<file path="config.mk">
export PLATFORM = sky130hd
export DESIGN_NAME = wr_port_arbiter_flat
export DESIGN_NICKNAME = d
export VERILOG_FILES = /design/src/rtl/connector_pkg.sv /design/src/rtl/wr_port_arbiter_if.sv /design/src/rtl/rr_select.sv /design/src/rtl/wr_port_arbiter.sv /design/src/flat_wrapper.sv
export SDC_FILE = /design/constraint.sdc
export NUM_CORES = 1
export LEC_CHECK = 0
export CORE_AREA = 2 2 49 69
export CTS_BUF_LIST = sky130_fd_sc_hd__clkbuf_2 sky130_fd_sc_hd__clkbuf_4 sky130_fd_sc_hd__clkbuf_8
export CTS_CLUSTER_SIZE = 40
export DETAILED_ROUTE_END_ITERATION = 10
export DIE_AREA = 0 0 51 71
export PLACE_DENSITY = 0.77
export SLEW_MARGIN = 20
export SYNTH_ARGS = -nofsm -noshare
export SYNTH_HDL_FRONTEND = slang
export SYNTH_SLANG_ARGS = --single-unit
</file>
<file path="constraint.sdc">
create_clock -name clk -period 2.7 [get_ports clk]
set_clock_uncertainty 0.1 [all_clocks]
set_input_delay 0.675 -clock clk [delete_from_list [all_inputs] [get_ports clk]]
set_output_delay 0.675 -clock clk [all_outputs]
set_load 0.01 [all_outputs]
</file>
<file path="src/rtl/connector_pkg.sv">
// Shared types and helpers for the connector-fabric write channel arbiters.
package connector_pkg;

   localparam int unsigned DW_DEFAULT = 8;
   localparam int unsigned MAX_N      = 8;
   localparam int unsigned MAX_SW     = 3;

   typedef enum logic {ARB_IDLE, ARB_GRANT} arb_state_e;

   // First set bit of req strictly after last, wrapping at n; 0 when req is empty.
   function automatic logic [MAX_SW-1:0] rr_pick(input logic [MAX_N-1:0] req,
                                                  input logic [MAX_SW-1:0] last,
                                                  input int unsigned n);
      logic [MAX_SW-1:0] pick;
      logic              found;
      int unsigned       idx;
      pick  = '0;
      found = 1'b0;
      for (int unsigned k = 1; k <= MAX_N; k++) begin
         idx = (32'(last) + k) % n;
         if (!found && (k <= n) && req[idx[MAX_SW-1:0]]) begin
            pick  = idx[MAX_SW-1:0];
            found = 1'b1;
         end
      end
      return pick;
   endfunction

endpackage

</file>
<file path="src/rtl/wr_port_arbiter_if.sv">
// Requester-side beats and the shared output write channel of the arbiter.
interface wr_port_arbiter_if #(
   parameter int unsigned N  = 3,
   parameter int unsigned DW = connector_pkg::DW_DEFAULT,
   parameter int unsigned SW = $clog2(N)
);
   logic [N-1:0]    req_valid;
   logic [N*DW-1:0] req_data;
   logic [N-1:0]    req_ready;
   logic            wr_en;
   logic [DW-1:0]   wr_data;
   logic [SW-1:0]   wr_src;
   logic            wr_ready;

   modport master (input req_valid, req_data, wr_ready,
                   output req_ready, wr_en, wr_data, wr_src);
   modport slave  (output req_valid, req_data, wr_ready,
                   input req_ready, wr_en, wr_data, wr_src);
endinterface

</file>
<file path="src/rtl/rr_select.sv">
// Combinational round-robin picker: first requester after the last winner.
module rr_select
   import connector_pkg::*;
#(
   parameter int unsigned N  = 3,
   parameter int unsigned SW = $clog2(N)
) (
   input  logic [N-1:0]  req,
   input  logic [SW-1:0] last,
   output logic [SW-1:0] pick,
   output logic          any
);

   always_comb begin
      pick = SW'(rr_pick(MAX_N'(req), MAX_SW'(last), N));
      any  = |req;
   end

endmodule

</file>
<file path="src/rtl/wr_port_arbiter.sv">
// Round-robin arbiter sharing one write channel between N requesters,
// bounded bursts per grant, single registered output stage with backpressure.
module wr_port_arbiter
   import connector_pkg::*;
#(
   parameter int unsigned N     = 3,
   parameter int unsigned DW    = DW_DEFAULT,
   parameter int unsigned BURST = 4,
   parameter int unsigned SW    = $clog2(N)
) (
   input  logic               clk,
   input  logic               reset_n,
   input  logic               freeze,
   wr_port_arbiter_if.master  bus,
   output logic               busy
);

   localparam int unsigned    CW        = $clog2(BURST + 1);
   localparam logic [CW-1:0]  LAST_BEAT = CW'(BURST - 1);

   arb_state_e     state, state_nxt;
   logic [SW-1:0]  gnt, gnt_nxt;
   logic [SW-1:0]  last, last_nxt;
   logic [CW-1:0]  cnt, cnt_nxt;
   logic           wr_en_q, wr_en_nxt;
   logic [DW-1:0]  wr_data_q, wr_data_nxt;
   logic [SW-1:0]  wr_src_q, wr_src_nxt;

   logic [SW-1:0]  pick;
   logic           any;
   logic           sel_valid;
   logic [DW-1:0]  sel_data;
   logic           out_free;
   logic           open;
   logic           xfer;
   logic [N-1:0]   ready_c;

   rr_select #(.N(N), .SW(SW)) u_rr_select (
      .req  (bus.req_valid),
      .last (last),
      .pick (pick),
      .any  (any)
   );

   // Granted requester's beat and the accept window.
   always_comb begin
      sel_valid = 1'b0;
      sel_data  = '0;
      for (int unsigned i = 0; i < N; i++) begin
         if (gnt == SW'(i)) begin
            sel_valid = bus.req_valid[i];
            sel_data  = bus.req_data[i*DW +: DW];
         end
      end
      out_free = !wr_en_q || bus.wr_ready;
      open     = (state == ARB_GRANT) && !freeze && out_free;
      xfer     = open && sel_valid;
      for (int unsigned i = 0; i < N; i++) begin
         ready_c[i] = open && (gnt == SW'(i));
      end
   end

   always_comb begin
      state_nxt   = state;
      gnt_nxt     = gnt;
      last_nxt    = last;
      cnt_nxt     = cnt;
      wr_en_nxt   = wr_en_q && !bus.wr_ready;
      wr_data_nxt = wr_data_q;
      wr_src_nxt  = wr_src_q;

      if (xfer) begin
         wr_en_nxt   = 1'b1;
         wr_data_nxt = sel_data;
         wr_src_nxt  = gnt;
      end

      unique case (state)
         ARB_IDLE: begin
            if (!freeze && any) begin
               gnt_nxt   = pick;
               cnt_nxt   = '0;
               state_nxt = ARB_GRANT;
            end
         end
         ARB_GRANT: begin
            if (xfer) begin
               cnt_nxt = cnt + CW'(1);
               if (cnt == LAST_BEAT) begin
                  last_nxt  = gnt;
                  state_nxt = ARB_IDLE;
               end
            end else if (open) begin
               // Granted requester went quiet: give the channel back.
               last_nxt  = gnt;
               state_nxt = ARB_IDLE;
            end
         end
      endcase
   end

   always_ff @(posedge clk or negedge reset_n) begin
      if (!reset_n) begin
         state     <= ARB_IDLE;
         gnt       <= '0;
         last      <= SW'(N - 1);
         cnt       <= '0;
         wr_en_q   <= 1'b0;
         wr_data_q <= '0;
         wr_src_q  <= '0;
      end else begin
         state     <= state_nxt;
         gnt       <= gnt_nxt;
         last      <= last_nxt;
         cnt       <= cnt_nxt;
         wr_en_q   <= wr_en_nxt;
         wr_data_q <= wr_data_nxt;
         wr_src_q  <= wr_src_nxt;
      end
   end

   assign bus.req_ready = ready_c;
   assign bus.wr_en     = wr_en_q;
   assign bus.wr_data   = wr_data_q;
   assign bus.wr_src    = wr_src_q;
   assign busy          = (state == ARB_GRANT) || wr_en_q;

endmodule

</file>
<file path="src/flat_wrapper.sv">
// flat-port wrapper written by rule: the top's interface ports become plain ports
module wr_port_arbiter_flat import connector_pkg::*;
#(
   parameter int unsigned N     = 3,
   parameter int unsigned DW    = DW_DEFAULT,
   parameter int unsigned BURST = 4,
   parameter int unsigned SW    = $clog2(N)
)
  (clk, reset_n, freeze, busy, bus_req_valid, bus_req_data, bus_wr_ready, bus_req_ready, bus_wr_en, bus_wr_data, bus_wr_src);
  wr_port_arbiter_if #(.N(N), .DW(DW), .SW(SW)) bus_i ();
  input  logic clk;
  input  logic reset_n;
  input  logic freeze;
  output logic busy;
  input wire logic [$bits(bus_i.req_valid)-1:0] bus_req_valid;
  input wire logic [$bits(bus_i.req_data)-1:0] bus_req_data;
  input wire logic [$bits(bus_i.wr_ready)-1:0] bus_wr_ready;
  output wire logic [$bits(bus_i.req_ready)-1:0] bus_req_ready;
  output wire logic [$bits(bus_i.wr_en)-1:0] bus_wr_en;
  output wire logic [$bits(bus_i.wr_data)-1:0] bus_wr_data;
  output wire logic [$bits(bus_i.wr_src)-1:0] bus_wr_src;
  assign bus_i.req_valid = bus_req_valid;
  assign bus_i.req_data = bus_req_data;
  assign bus_i.wr_ready = bus_wr_ready;
  assign bus_req_ready = bus_i.req_ready;
  assign bus_wr_en = bus_i.wr_en;
  assign bus_wr_data = bus_i.wr_data;
  assign bus_wr_src = bus_i.wr_src;
  wr_port_arbiter #(.N(N), .DW(DW), .BURST(BURST), .SW(SW)) u_core (.clk(clk), .reset_n(reset_n), .freeze(freeze), .bus(bus_i), .busy(busy));
endmodule
</file>
==> flow_metrics.env <==
export IMPL_crit_arrival_ns=1.80
export IMPL_nets=220
export IMPL_cp_slowest_stage_delay_ns=0.45
export IMPL_yosys_area_share_simple_pct=15.1
export IMPL_wire_per_inst_um=14.2
export IMPL_antenna_cells=0
export IMPL_hold_path_endpoint="u_core.cnt[0]$_DFFE_PN0P_"
export IMPL_die_h_um=71
export IMPL_io_buffers=45
export IMPL_min_from="u_core.cnt[0]$_DFFE_PN0P_"
export IMPL_r2r_slack_ns=0.45
export IMPL_slowest_stage="clkdlybuf4s50_1"
export IMPL_final_cell_mix="42 x clkdlybuf4s50_1, 18 x dfrtp_1, 16 x nand2_1"
export IMPL_cp_end_kind="output port"
export IMPL_synth_top_area_cell="dfrtp_1"
export IMPL_yosysTopAreaCellShare_pct=35.2
export IMPL_status="finished, final reports clean"
export IMPL_max_freq_mhz=388
export IMPL_p_leak_nw=0.867
export IMPL_path_max_fanout=5
export IMPL_criticalPathCategory="in -> out"
export IMPL_cts_root_buf="clkbuf_8"
export IMPL_hp_class="reg -> reg"
export IMPL_dpl_cell_count=213
export IMPL_async_flop_share_pct=100
export IMPL_min_path_cells=1
export IMPL_switchingPower_mw=0.703
export IMPL_rows=24
export IMPL_irDropWorstVdd_v=0.000665
export IMPL_antenna_found_initial=0
export IMPL_fin_cells=217
export IMPL_setup_viol=0
export IMPL_initial_core_util_pct=42.2
export IMPL_synth_top_family_by_area="multiplexers"
export IMPL_required_ns=1.92
export IMPL_rsz0062_at_grt="false"
export IMPL_yosysUniqueCellTypes=35
export IMPL_synth_seq_cells=19
export IMPL_r2r_start="u_core.last[1]$_DFFE_PN1P_"
export IMPL_io_pins=46
export IMPL_syn_cell_area_um2=1280
export IMPL_drt_total_wl_um=3080
export IMPL_synthAdderAreaFrac_pct=9.77
export IMPL_maxCapViolCount=0
export IMPL_vias=1109
export IMPL_synth_compound_area_share_pct=11.6
export IMPL_synthTopCellsByArea="dfrtp_1 35%, ha_1 9.8%, mux2i_1 9.4%"
export IMPL_slew_viol_final=0
export IMPL_globalplace_congestion=0.789
export IMPL_cts_sinks=19
export IMPL_grt_max_degree=20
export IMPL_grt_pass1_wl_um=5060
export IMPL_cts_setup_buffers=0
export IMPL_synth_warnings=0
export IMPL_hpwl_um=2430
export IMPL_core_um2=3030
export IMPL_r2r_end="u_core.gnt[0]$_DFFE_PN0P_"
export IMPL_crit_chain="clkdlybuf4s50_1, nand2b_1, nand3b_1, buf_4, nor3_2, buf_2"
export IMPL_hold_viol=0
export IMPL_htreeDepth=1
export IMPL_cts_clk_slew_worst_paths_ns=0.07
export IMPL_path_buf_inv=3
export IMPL_period_share_pct=95.4
export IMPL_p_clk_share_pct=11.1
export IMPL_cts_path_max_buffers=2
export IMPL_drt_iter0_drc=18
export IMPL_synth_edf_count=0
export IMPL_setup_tns_ns=0
export IMPL_syn2layout_area_growth_pct=44.0
export IMPL_seq_power_share_pct=31.1
export IMPL_cts_buffers=3
export IMPL_fin_util_pct=60.8
export IMPL_power_density_nw_per_um2=964
export IMPL_reg2regPathDepth=5
export IMPL_holdBufCountCts=0
export IMPL_clock_latency_ns=0.25
export IMPL_slew_headroom_pct=60.0
export IMPL_start_kind="input port"
export IMPL_die_area_um2=3620
export IMPL_yosys_most_used_dff="dfrtp_1"
export IMPL_track_usage_pct=18.2
export IMPL_power_frac_comb_pct=57.8
export IMPL_drc=0
export IMPL_die_width_um=51
export IMPL_cts_tree="built"
export IMPL_synth_xor_area_share_pct=0
export IMPL_synth_cells=125
export IMPL_avgSynthCellArea_um2=10.2
export IMPL_p_int_mw=1.08
export IMPL_cp_top_family="buffers and inverters"
export IMPL_synth_nets=166
export IMPL_dr_pass1_iters=4
export IMPL_holdWs_ns=0.389
export IMPL_drive_gt1_share_pct=15.2
export IMPL_synth_seq_area_share_pct=37.2
export IMPL_grt_pass1_vias=1147
export IMPL_vias_per_cell=5.11
export IMPL_worst_pin_slew_ns=0.592
export IMPL_synthMuxAreaShare_pct=20.2
export IMPL_sw_frac_of_total_pct=39.5
export IMPL_mostFrequentLayoutCell="clkdlybuf4s50_1"
export IMPL_grt_ovfl_total=0
export IMPL_detail_route_antenna_nets=0
export IMPL_period_needed_ns=2.58
==> flip-flops by register name, indices dropped and copies added, names as in the netlist <==
signal	flops
u_core.gnt	2
u_core.cnt	3
u_core.bus.wr_src	2
u_core.bus.wr_en	1
u_core.bus.wr_data	8
u_core.state	1
u_core.last	2
==> power groups by stage <==
stage | Combinational (mW) | Sequential, mW | Clock [mW]
5_1_grt | 1.13 | 0.576 | 0.214
3_5_place_dp | 1.04 | 0.558 | 0
3_3_place_gp | 1.00 | 0.548 | 0
2_1_floorplan | 0.660 | 0.538 | 0
6_report | 1.03 | 0.554 | 0.197
4_1_cts | 1.04 | 0.555 | 0.204
==> metal layers <==
| layer | vias up | GRT usage [%] | wire length [µm] |
|---|---|---|---|
| met5 | - | 0 | 0 |
| met4 | 0 | 10.8 | 59 |
| met3 | 4 | 1.90 | 117 |
| met2 | 31 | 33.3 | 1680 |
| met1 | 530 | 19.5 | 1220 |
| li1 | 544 | - | - |
==> layout make-up <==
cell class / instances / area (µm²)
fill: 269 / 1190
multi-input combinational: 93 / 737
timing repair buffer: 55 / 510
sequential: 19 / 477
tap: 39 / 48.8
clock buffer: 3 / 41.3
inverter: 7 / 26.3
clock inverter: 1 / 5.00
==> per-stage QoR <==
step                total power [mW]  instance area, µm²  setup slack, ns
finish                          1.78                1850            0.124
global route                    1.92                1850           0.0215
CTS                             1.80                1850          0.00480
detailed placement              1.59                1800           -0.343
global placement                1.55                1800           -0.340
floorplan                       1.20                1280            0.587
==> cell usage after synthesis (2+ instances only) <==
| cell type | number |
|---|---|
| a21o_1 | 2 |
| a21oi_1 | 3 |
| buf_2 | 2 |
| buf_6 | 2 |
| dfrtp_1 | 18 |
| ha_1 | 10 |
| inv_1 | 7 |
| mux2_1 | 7 |
| mux2_4 | 4 |
| mux2i_1 | 12 |
| nand2_1 | 16 |
| nand2b_1 | 2 |
| nor2_1 | 4 |
| nor2b_1 | 4 |
| nor3_1 | 4 |
| o2111ai_1 | 2 |
| o21ai_0 | 8 |
==> worst max-delay path by stage <==
stage	startpoint	endpoint	cells after the start
after floorplan	bus_wr_ready	bus_req_ready[1]	3
after global placement	bus_wr_ready	bus_req_ready[1]	5
after detailed placement	bus_wr_ready	bus_req_ready[1]	5
after CTS	bus_wr_ready	bus_req_ready[1]	5
after global routing	bus_wr_ready	bus_req_ready[0]	6
final	bus_wr_ready	bus_req_ready[0]	6
==> what timing repair did <==
item	in CTS	in global routing
resized for setup	7	5
pin swaps	0	1
endpoints found under the setup margin	3	3
hold endpoints to repair	0	0
==> kinds of logic (layout without fill, tap and decap cells) <==
group           Yosys count  in the layout
mux                      23             23
fa+ha+maj                10             10
buf+inv                  13             66
simple gates             38             38
compound gates           22             22
flops                    19             19
Power figures use the tool's default switching activity.
